[config.mk]
export PLATFORM = sky130hd
export DESIGN_NAME = spi_slave_param
export DESIGN_NICKNAME = d
export VERILOG_FILES = /design/src/rtl/spi_slave_param.sv
export SDC_FILE = /design/constraint.sdc
export NUM_CORES = 1
export LEC_CHECK = 0
export ABC_AREA = 1
export CORE_AREA = 5 5 60 88
export DETAILED_ROUTE_END_ITERATION = 8
export DIE_AREA = 0 0 65 93
export PLACE_DENSITY = 0.69
export SLEW_MARGIN = 25
export SYNTH_ARGS = -nofsm -noshare
export SYNTH_HDL_FRONTEND = slang
export SYNTH_SLANG_ARGS = --single-unit
[constraint.sdc]
create_clock -name SCK -period 1.7 [get_ports SCK]
set_input_delay 0.34 -clock SCK [delete_from_list [all_inputs] [get_ports SCK]]
set_output_delay 0.34 -clock SCK [all_outputs]
set_load 0.02 [all_outputs]
[src/rtl/spi_slave_param.sv]
// SPI slave front-end: collects {cmd, payload} frames from MOSI and, for read-data
// commands, waits for a reply word and shifts it out on MISO.
module spi_slave_param #(
    parameter int DATA_W     = 8,
    parameter bit MSB_FIRST  = 1'b1,
    parameter int TX_TIMEOUT = 16
) (
    input  logic              SCK,
    input  logic              rst,
    input  logic              SS_n,
    input  logic              MOSI,
    output logic              MISO,
    output logic [DATA_W+1:0] rx_data,
    output logic              rx_valid,
    input  logic [DATA_W-1:0] tx_data,
    input  logic              tx_valid,
    output logic              frame_err,
    output logic              busy
);
    localparam int CNT_W = $clog2(DATA_W + 1);
    localparam int TO_W  = (TX_TIMEOUT > 1) ? $clog2(TX_TIMEOUT) : 1;

    localparam logic [2:0] IDLE      = 3'd0;
    localparam logic [2:0] CHK_CMD   = 3'd1;
    localparam logic [2:0] WRITE     = 3'd2;
    localparam logic [2:0] READ_ADD  = 3'd3;
    localparam logic [2:0] READ_DATA = 3'd4;
    localparam logic [2:0] WAIT_TX   = 3'd5;
    localparam logic [2:0] SEND      = 3'd6;

    logic [2:0]        state;
    logic [CNT_W-1:0]  bit_cnt;
    logic [TO_W-1:0]   wait_cnt;
    logic              rd_addr_seen;
    logic              cmd_hi;
    logic              cmd_lo;
    logic [DATA_W-1:0] pay_sr;
    logic [DATA_W-1:0] tx_sr;

    logic [DATA_W-1:0] pay_next;
    logic [DATA_W-1:0] tx_load;
    logic [DATA_W-1:0] tx_shift;
    logic              tx_first;
    logic              tx_bit;
    logic              shifting;
    logic              completing;

    // Bit-order dependent views of the receive and transmit shift registers.
    always_comb begin
        if (MSB_FIRST) begin
            pay_next = {pay_sr[DATA_W-2:0], MOSI};
            tx_first = tx_data[DATA_W-1];
            tx_load  = {tx_data[DATA_W-2:0], 1'b0};
            tx_bit   = tx_sr[DATA_W-1];
            tx_shift = {tx_sr[DATA_W-2:0], 1'b0};
        end else begin
            pay_next = {MOSI, pay_sr[DATA_W-1:1]};
            tx_first = tx_data[0];
            tx_load  = {1'b0, tx_data[DATA_W-1:1]};
            tx_bit   = tx_sr[0];
            tx_shift = {1'b0, tx_sr[DATA_W-1:1]};
        end
    end

    assign shifting   = (state == WRITE) || (state == READ_ADD) || (state == READ_DATA);
    // A frame finishing on this edge takes priority over a concurrent SS_n release.
    assign completing = (shifting && (bit_cnt == CNT_W'(DATA_W))) ||
                        ((state == SEND) && (bit_cnt == CNT_W'(DATA_W - 1)));
    assign busy       = (state != IDLE);

    always_ff @(posedge SCK or posedge rst) begin
        if (rst) begin
            state        <= IDLE;
            bit_cnt      <= '0;
            wait_cnt     <= '0;
            rd_addr_seen <= 1'b0;
            cmd_hi       <= 1'b0;
            cmd_lo       <= 1'b0;
            pay_sr       <= '0;
            tx_sr        <= '0;
            MISO         <= 1'b0;
            rx_data      <= '0;
            rx_valid     <= 1'b0;
            frame_err    <= 1'b0;
        end else begin
            rx_valid  <= 1'b0;
            frame_err <= 1'b0;
            if (SS_n && (state != IDLE) && !completing) begin
                state     <= IDLE;
                MISO      <= 1'b0;
                bit_cnt   <= '0;
                wait_cnt  <= '0;
                frame_err <= 1'b1;
            end else begin
                case (state)
                    IDLE: begin
                        bit_cnt <= '0;
                        if (!SS_n) state <= CHK_CMD;
                    end
                    CHK_CMD: begin
                        cmd_hi  <= MOSI;
                        bit_cnt <= '0;
                        if (!MOSI)             state <= WRITE;
                        else if (rd_addr_seen) state <= READ_DATA;
                        else                   state <= READ_ADD;
                    end
                    WRITE, READ_ADD, READ_DATA: begin
                        if (completing) begin
                            rx_data  <= {cmd_hi, cmd_lo, pay_next};
                            rx_valid <= 1'b1;
                            bit_cnt  <= '0;
                            wait_cnt <= '0;
                            if (state == READ_DATA) begin
                                state        <= WAIT_TX;
                                rd_addr_seen <= 1'b0;
                            end else begin
                                state <= IDLE;
                                if (state == READ_ADD) rd_addr_seen <= 1'b1;
                            end
                        end else begin
                            if (bit_cnt == '0) cmd_lo <= MOSI;
                            else               pay_sr <= pay_next;
                            bit_cnt <= bit_cnt + 1'b1;
                        end
                    end
                    WAIT_TX: begin
                        MISO <= 1'b0;
                        if (tx_valid) begin
                            MISO    <= tx_first;
                            tx_sr   <= tx_load;
                            bit_cnt <= '0;
                            state   <= SEND;
                        end else if ((TX_TIMEOUT > 0) && (wait_cnt == TO_W'(TX_TIMEOUT - 1))) begin
                            frame_err <= 1'b1;
                            wait_cnt  <= '0;
                            state     <= IDLE;
                        end else begin
                            wait_cnt <= wait_cnt + 1'b1;
                        end
                    end
                    SEND: begin
                        if (completing) begin
                            MISO    <= 1'b0;
                            bit_cnt <= '0;
                            state   <= IDLE;
                        end else begin
                            MISO    <= tx_bit;
                            tx_sr   <= tx_shift;
                            bit_cnt <= bit_cnt + 1'b1;
                        end
                    end
                    default: begin
                        state <= IDLE;
                        MISO  <= 1'b0;
                    end
                endcase
            end
        end
    end
endmodule

* Word-level counts from Yosys, hierarchy flattened *
Index checks and enable logic that the tools add are counted.

word-level totals
  input port bits = 13
  logic and storage cells = 98
  bits in registers = 42

cells by class
  reductions and logical operators = 28
  equality and inequality tests = 18
  bitwise logic cells = 3
  $add $sub $neg = 2
  muxes and demuxes = 35

operator list
  kind                                                              count
  4-bit two-way mux                                                 7
  3-bit two-way mux                                                 9
  4-bit AND reduction                                               5
  8-bit two-way mux                                                 2
  8-bit case mux with 2 select lines                                1
  3-bit case mux with 5 select lines                                1
  1-bit two-way mux                                                 12
  3-bit inequality test (second input constant)                     4
  4-bit case mux with 3 select lines                                1
  3-bit == test (second input constant)                             3
  4-bit by 1-bit adder with 4-bit output (second input constant)    2
  4-bit == test (second input constant)                             2
  4-bit case mux with 2 select lines                                1
  3-bit by 2-bit == test with 1-bit output (second input constant)  2
  3-bit AND reduction                                               2
  3-bit nonzero test                                                2
  5-bit OR reduction                                                1
  4-bit by 3-bit == test with 1-bit output (second input constant)  1
  1-bit logical AND                                                 4
  4-bit zero test                                                   1
  2-bit inequality test (second input constant)                     2
  4-bit inequality test (second input constant)                     1
  2-bit AND reduction                                               2
  2-bit nonzero test                                                2
  12 further kinds                                                  16

* Logic depth before layout (Yosys ltp) *
Gate-level depths: netlist of the first run.

  depth after elaboration = 9
  depth in mapped cells = 11

* Worst setup path after synthesis of the first run *
OpenSTA, ideal clock, no wires.

  path kind = reg-to-reg
  start = register state[2]
  end = register pay_sr[0]
  period minus slack after synthesis = 1.597 ns
  cell stages (with the launch flop) = 11
  data arrival time = 1.477 ns
  buffers on the path = 2
  path slack = 0.103 ns
  library setup time = 0.119 ns
  cells stage by stage = dfrtp_1 buf_4 nor2_2 nand2_1 nand2_1 inv_2 nand3_4 nand3_2 buf_6 nand2_1 o21ai_2

on the way
  elaborated cells between the ends (all ways) = 17

RTL lines
  element                               line  source
  start, declared                       31    logic [2:0] state;
  start signal, assigned                73    state <= IDLE;
  start signal, assigned                89    state <= IDLE;
  start signal, assigned                98    if (!SS_n) state <= CHK_CMD;
  3-bit nonzero test                    --
  net busy                              18    output logic busy
  1-bit logical AND (2 in a row)        88    if (SS_n && (state != IDLE) && !completing) begin
  1-bit NOT (no source line)            --
  4-bit AND reduction (no source line)  --
  end signal, assigned                  122   else pay_sr <= pay_next;
  end, declared                         37    logic [DATA_W-1:0] pay_sr;

The timed path passes the listed nets, and every way through them passes these cells.
A chain may end at the register's enable or synchronous reset.

* Worst setup path after layout of the first run *
  start = register state[1]
  end = output busy

on the way
  word-level cells in the longest chain between the ends = 1

RTL lines
  element             line  source
  3-bit nonzero test  69    assign busy = (state != IDLE);
  end, declared       18

Every way passes these cells.

==> results of run 1 <==
==> through the flow <==
stage                     hold slack [ns]  area [um2]  std cells  utilization [%]
after CTS                          0.4083        2680        354            60.00
after global placement             0.4542        2552        344            57.14
after global routing               0.4150        2728        358            61.06
after floorplan                    0.4422        2118        258                -
after detailed placement           0.4553        2552        344            57.14
final                              0.3986        2728        358            61.06
==> power by group <==
part | total, W | switching (W) | internal, W
combinational | 0.00115 | 0.000651 | 0.000497
sequential | 0.00129 | 0.000131 | 0.00116
clock | 0.000763 | 0.000336 | 0.000427
total | 0.00320 | 0.00112 | 0.00209
==> worst min-delay path by stage <==
stage | end | cells past startpoint | slack (ns)
6_report | rx_data[5] | 3 | 0.40
5_1_grt | rx_data[4] | 3 | 0.41
4_1_cts | rx_data[5] | 3 | 0.41
3_5_place_dp | rx_data[7] | 2 | 0.46
3_3_place_gp | rx_data[7] | 2 | 0.45
2_1_floorplan | rx_data[7] | 2 | 0.44
==> worst max-delay path, stage by stage, from the launching register on <==
cell and delay, ns:
sky130_fd_sc_hd__dfrtp_2 0.48, sky130_fd_sc_hd__nor2_4 0.13, sky130_fd_sc_hd__nand2_1 0.09, sky130_fd_sc_hd__dlygate4sd2_1 0.33
==> sequential cells by signal, indices dropped and copies added, names as in the netlist <==
register / cells
rx_data: 10
cmd_hi: 1
frame_err: 1
bit_cnt: 4
cmd_lo: 1
state: 3
tx_sr: 7
pay_sr: 7
MISO: 1
rx_valid: 1
wait_cnt: 4
rd_addr_seen: 1
==> cell families (layout without fill, tap and decap cells) <==
| group | Yosys count | after routing | share of synthesized area [%] |
|---|---|---|---|
| AO/OA/AOI/OAI | 29 | 29 | 8.801 |
| XOR/XNOR | 2 | 2 | 0.8271 |
| adder cells (fa/ha/maj) | 3 | 3 | 1.772 |
| buffers and inverters | 34 | 85 | 7.146 |
| flip-flops | 41 | 41 | 48.43 |
| AND/OR/NAND/NOR | 149 | 150 | 33.02 |
==> synth_stat cells <==
master | count | area, um2
sky130_fd_sc_hd__nand2_1 | 97 | 364.1
sky130_fd_sc_hd__o31ai_1 | 1 | 7.510
sky130_fd_sc_hd__nand2_2 | 3 | 18.77
sky130_fd_sc_hd__buf_2 | 1 | 5.000
sky130_fd_sc_hd__nand3b_1 | 2 | 15.01
sky130_fd_sc_hd__nand4_1 | 5 | 31.28
sky130_fd_sc_hd__nand2_4 | 4 | 45.04
sky130_fd_sc_hd__nand3_2 | 1 | 10.01
sky130_fd_sc_hd__nor3b_1 | 1 | 7.510
sky130_fd_sc_hd__inv_1 | 25 | 93.84
sky130_fd_sc_hd__o21bai_4 | 1 | 18.77
sky130_fd_sc_hd__nor2_4 | 3 | 33.78
sky130_fd_sc_hd__nand3_1 | 21 | 105.1
sky130_fd_sc_hd__a21oi_1 | 4 | 20.02
sky130_fd_sc_hd__o22ai_1 | 1 | 6.260
sky130_fd_sc_hd__nor2_1 | 6 | 22.52
sky130_fd_sc_hd__nor3_1 | 2 | 10.01
sky130_fd_sc_hd__xor2_1 | 2 | 17.52
sky130_fd_sc_hd__buf_6 | 2 | 22.52
sky130_fd_sc_hd__a31oi_1 | 1 | 6.260
sky130_fd_sc_hd__inv_2 | 3 | 11.26
sky130_fd_sc_hd__clkbuf_1 | 1 | 3.750
sky130_fd_sc_hd__dfrtp_1 | 41 | 1026
sky130_fd_sc_hd__or2_2 | 1 | 6.260
sky130_fd_sc_hd__buf_4 | 2 | 15.01
sky130_fd_sc_hd__a31o_2 | 1 | 8.760
sky130_fd_sc_hd__nor2_2 | 2 | 12.51
sky130_fd_sc_hd__o21ai_2 | 5 | 43.79
sky130_fd_sc_hd__o21ai_1 | 2 | 10.01
sky130_fd_sc_hd__o21ai_0 | 13 | 65.06
sky130_fd_sc_hd__ha_1 | 3 | 37.54
sky130_fd_sc_hd__nand3_4 | 1 | 17.52
==> final cells by class <==
type	count	share of cell area [%]
Multi-Input combinational cell	184	35.32
Inverter	28	3.945
Clock inverter	2	1.284
Tap cell	48	2.202
Sequential cell	41	37.71
Clock buffer	5	2.523
Timing Repair Buffer	50	17.02
==> timing repair <==
action / CTS / global route
gates resized for setup: 3 / 5
gates cloned: 0 / 1
pin swaps: 0 / 3
endpoints found under the setup margin: 2 / 22
buffers inserted: 3 / 3
==> metal layers <==
layer / track usage (%) / routed length [um]
met5: 0 / 0
met4: 7.760 / 87
met3: 2.885 / 151
met2: 29.89 / 2468
met1: 19.01 / 1857
==> parameters.txt, run 1 <==
Parameter                              Value

Timing
  Endpoints failing hold    0
  Setup skew after layout    0.003621 ns
  Timing-limited maximum frequency    roughly 0.6 GHz
  Pin slew with the least headroom to its limit    about 0.27 ns
  Slack of the critical path    0.03706 ns
  Max_slew headroom    slightly above 80%
  Setup TNS    0 ns
  Setup repair after global routing missed its margin    yes
  Final period util    between 90% and 100%
  Final count of pins violating max slew    0
  Finish-stage setup viols    0
  Final min period    about 1.7 ns

Final layout
  Leading cell types in the layout, fill and taps excluded    sky130_fd_sc_hd__nand2_1 (96), sky130_fd_sc_hd__dfrtp_1 (39), sky130_fd_sc_hd__inv_1 (25), sky130_fd_sc_hd__clkdlybuf4s50_1 (25), sky130_fd_sc_hd__buf_4 (22)
  Count of inserted antenna diode cells    0
  Filler Cells Inserted    between 400 and 500
  Number of nets in the layout    between 300 and 400
  P&R area growth vs syn    28.77%
  Multi-input gate area in the final layout    963.4 um2
  Most common cell after layout, fill and taps aside    sky130_fd_sc_hd__nand2_1
  Sequential cell area    1028 um2
  Proportion of layout cells with a drive suffix above 1    20.00%

Drt
  Number of iterations in the first detailed-routing pass    4
  Average routed wire per standard cell    roughly 13 um
  Detailed-route DRC error count    0
  Vias    ~1,800
  Number of DRC markers after the initial detailed-route iteration    between 80 and 90
  Total wirelength of the detailed-routed design    around 4600 um
  Post-detailed-route count of antenna-violating nets    0
  Post-detailed-route via-to-cell ratio    approximately 5.1

Global route
  Wire length of the first global-routing pass    8004 um
  Initial antenna violation count    0
  Total global routing overflow    0
  Maximum number of pins on one net before global-route repair    42
  Via count of the first global-routing pass    about 1,800
  Overall routing resource usage    16.73%

Power and ir drop
  Worst ir drop on vdd    ~0.48 mV
  Sum of internal, switching and leakage power    ~0.0032 W
  Static Leak    1.426 nW
  Total power density per cell area    around 1200 nW/um2

Logic synthesis
  Count of mapped cells out of synthesis    258
  Average size of a mapped cell    slightly above 8 um2
  Number of synthesized register bits    41
  Part of the Yosys area used for sequential elements    approximately half
  Cell area after synthesis    ~2100 um2
  Synth cell types    32
  Net count after synthesis    between 200 and 300
  Count of yosys warnings during synthesis    0

Setup path
  Category of the worst setup path launch point    register
  Termination of the worst setup path    busy
  Endpoint class of the critical path    primary output
  Arr. time, crit path    roughly 1.3 ns
  Launch instance of the worst register-to-register path    state[1]
  Reg-to-reg endpoint    wait_cnt[2]
  Crit. Startpoint    state[1]
  Max Fanout on Critical Path    7
  WP data required    around 1.4 ns
  Critical Setup Path Class    reg -> out
  Reg2Reg Setup Slack    approximately 0.10 ns
  Worst reg-to-reg path cell count    10

Floorplanning
  Core box area    approximately 4500 um2
  Number of primary I/O pins    27
  Die Footprint    between 6000 and 7000 um2
  Die Wd    between 60 and 70 um
  Die extent in y    between 90 and 100 um
  Core Rows    30
  Effective utilization at floorplan    a little under half

Min path
  Classification of the worst-slack hold path    in -> async

Clock network
  Clock transition time at the flip-flop clock pins of the worst setup and hold paths    0.08 ns
  CTS hold repair buffers    0
  Number of clock buffers inserted by TritonCTS    5
  Worst-case clock buffer depth    2
  Clk root buf    sky130_fd_sc_hd__clkbuf_8
  Clock insertion delay at the later pin of the skew report    between 0.2 and 0.3 ns
  Number of clock sinks seen by CTS    41
  TritonCTS clock tree    done
  Maximum level of the CTS H-tree    2

Status
  Status    finished, final reports clean

Placed design
  Last weighted congestion value of the routability-driven placer    0.9182
  Final HPWL DP    between 3000 and 4000 um
  Worst slack at placement    -0.06369 ns
  Quantity of I/O buffers inserted on ports    26

Run
  MaxCap Viol Count    0
Note: power is estimated with default switching activity, not from simulation.
==> run 2, diff against run 1 <==
--- a/config.mk
+++ b/config.mk
@@ -10,7 +10,7 @@
 export DETAILED_ROUTE_END_ITERATION = 8
 export DIE_AREA = 0 0 65 93
 export PLACE_DENSITY = 0.69
-export SLEW_MARGIN = 25
+export SLEW_MARGIN = 20
 export SYNTH_ARGS = -nofsm -noshare
 export SYNTH_HDL_FRONTEND = slang
 export SYNTH_SLANG_ARGS = --single-unit
==> results of run 2 <==
The final DEF is identical to that of run 1; final timing and power are the same.
==> run 3, diff against run 2 <==
--- a/config.mk
+++ b/config.mk
@@ -6,9 +6,10 @@
 export NUM_CORES = 1
 export LEC_CHECK = 0
 export ABC_AREA = 1
-export CORE_AREA = 5 5 60 88
+export CORE_AREA = 2 2 57 85
 export DETAILED_ROUTE_END_ITERATION = 8
-export DIE_AREA = 0 0 65 93
+export DIE_AREA = 0 0 59 87
+export GPL_TIMING_DRIVEN = 1
 export PLACE_DENSITY = 0.69
 export SLEW_MARGIN = 20
 export SYNTH_ARGS = -nofsm -noshare
==> run 3 against run 2 <==
Fmax increased by 3.1%. Setup slack gained 0.050 ns. Sequential power about the same. Clock power is 19% lower. Combinational power is 5% lower. Final cell count decreased by 1.1%. Global-route usage increased by 2.5 points. Non-clock buffer count is 4 lower. Largest power group unchanged.
==> parameters.txt, run 3 (synthesized netlist as in run 1, its figures left out) <==
Parameter                              Value

Final layout
  Number of nets in the layout    321
  Final instance area    2663 um2
  Most common cell after layout, fill and taps aside    sky130_fd_sc_hd__nand2_1
  Number of flip-flops in the largest register    10
  Leading cell types in the layout, fill and taps excluded    sky130_fd_sc_hd__nand2_1 (94), sky130_fd_sc_hd__dfrtp_1 (40), sky130_fd_sc_hd__clkdlybuf4s50_1 (25), sky130_fd_sc_hd__inv_1 (24), sky130_fd_sc_hd__nand3_1 (21)
  Count of inserted antenna diode cells    0
  Largest register by flop count    rx_data
  Leading registers by flop count    rx_data x10, pay_sr x7, tx_sr x7
  P&R area growth vs syn    25.69%
  Proportion of layout cells with a drive suffix above 1    about 20%

Drt
  Post-detailed-route via-to-cell ratio    about 5
  Number of iterations in the first detailed-routing pass    4
  Average routed wire per standard cell    between 10 and 15 um
  Number of DRC markers after the initial detailed-route iteration    around 60
  Total wirelength of the detailed-routed design    about 4200 um
  Post-detailed-route count of antenna-violating nets    0
  Vias    between 1,500 and 2,000
  Detailed-route DRC error count    0

Timing
  Final period util    94.87%
  Endpoints failing hold    0
  Pin slew with the least headroom to its limit    between 0.2 and 0.3 ns
  Setup repair after global routing missed its margin    yes
  Max_slew headroom    80.18%
  Final min period    roughly 1.6 ns
  Final count of pins violating max slew    0
  Setup skew after layout    0.003337 ns
  Worst hold margin    0.3995 ns
  Timing-limited maximum frequency    slightly above 0.6 GHz
  Finish-stage setup viols    0
  Slack of the critical path    between 0.08 and 0.09 ns

Setup path
  Top delay family on crit path    buffers and inverters
  Number of buffers and inverters on the critical path    1
  Endpoint class of the critical path    primary output
  Category of the worst setup path launch point    register
  Max Fanout on Critical Path    2
  Arr. time, crit path    ~1.3 ns
  Critical Setup Path Class    reg -> out
  Delay of the slowest critical-path stage    about 0.61 ns
  WP data required    1.36 ns
  CP max stage cell    sky130_fd_sc_hd__clkdlybuf4s50_1
  Critical path cell sequence    clkdlybuf4s50_1

Clock network
  Number of clock sinks seen by CTS    a little over 40
  Clk root buf    sky130_fd_sc_hd__clkbuf_8
  TritonCTS clock tree    done
  Maximum level of the CTS H-tree    2
  Clock insertion delay at the later pin of the skew report    between 0.2 and 0.3 ns
  Clock transition time at the flip-flop clock pins of the worst setup and hold paths    0.08 ns
  Number of clock buffers inserted by TritonCTS    5
  Worst-case clock buffer depth    2

Global route
  Gr busiest metal    met2
  Via count of the first global-routing pass    about 1,700
  Overall routing resource usage    a little under a fifth
  Met3 track demand over resource    approximately 4%
  Initial antenna violation count    0
  Wire length of the first global-routing pass    between 7000 and 8000 um
  Met1 capacity usage during global routing    between 20% and 30%
  Maximum number of pins on one net before global-route repair    42
  GR met2 Demand/Resource    between 30% and 40%
  Total global routing overflow    0

Power and ir drop
  Static Leak    between 1 and 1.5 nW
  Worst ir drop on vdd    a little under 0.6 mV
  Total power density per cell area    about 1100 nW/um2

Floorplanning
  Die Wd    around 59 um
  Core box area    ~4400 um2
  Core Rows    30
  Number of primary I/O pins    27
  Die Footprint    slightly above 5000 um2
  Effective utilization at floorplan    roughly 48%
  Die extent in y    87 um

Status
  Status    finished, final reports clean

Run
  MaxCap Viol Count    0

Placed design
  Final HPWL DP    approximately 3200 um
  Worst slack at placement    -0.01476 ns
  Quantity of I/O buffers inserted on ports    26
  Last weighted congestion value of the routability-driven placer    approximately 0.94
  Total cell area at the placement stage    ~2500 um2

Min path
  Classification of the worst-slack hold path    in -> async
==> run 3: cell types whose count changed in the layout (fill, tap and decap cells not counted), moves of 2 or more <==
cell and change:
sky130_fd_sc_hd__buf_4 -3, sky130_fd_sc_hd__nand2_1 -2, sky130_fd_sc_hd__nand2_2 +2, sky130_fd_sc_hd__nand3_2 -2
==> run 3: layout make-up <==
cell class	count	area (um2)
Timing Repair Buffer	46	417.9
Inverter	28	110.1
Sequential cell	41	1027
Clock inverter	3	17.52
Fill cell	407	1767
Clock buffer	5	68.82
Multi-Input combinational cell	183	960.9
Tap cell	48	60.06
==> run 3: worst paths after layout <==
path                            startpoint          to  slack [ns]  cells after the start
worst max-delay path                  MISO        MISO        0.09                      1
worst min-delay path                   rst    tx_sr[6]        0.40                      3
worst max register to register  bit_cnt[0]    tx_sr[3]        0.11                     11
worst min register to register  rx_data[8]  rx_data[8]        0.48                      2
max in group asynchronous              rst    state[2]        1.10                      3
min in group SCK                rx_data[8]  rx_data[8]        0.48                      2
==> run 3: layer usage <==
layer | vias to the layer above | routed length (um)
met3 | 6 | 115
met2 | 35 | 2196
met1 | 813 | 1787
li1 | 914 | -
met4 | 0 | 68
met5 | - | 0
==> run 3: power breakdown <==
group	switching (W)	internal, W
Clock	0.000336	0.000283
Sequential	0.000118	0.00116
Combinational	0.000659	0.000434
Total	0.00111	0.00188
==> run 3: repair_timing <==
action / CTS / global route
endpoints found under the setup margin: 8 / 23
resized for setup: 3 / 10
hold buffers: 0 / 0
buffers inserted: 1 / 3
pin swaps: 0 / 3
cloned: 0 / 0
==> run 3: per-stage QoR <==
stage                      TNS, ns  total power (W)  utilization (%)  cells
after floorplan                  0         0.001994                -    258
after global placement           0         0.002338            57.01    342
after detailed placement  -0.02208         0.002358            57.01    342
after CTS                        0         0.002995            59.29    351
after global routing       -0.3647         0.003215            60.11    354
final                            0         0.002991            60.11    354
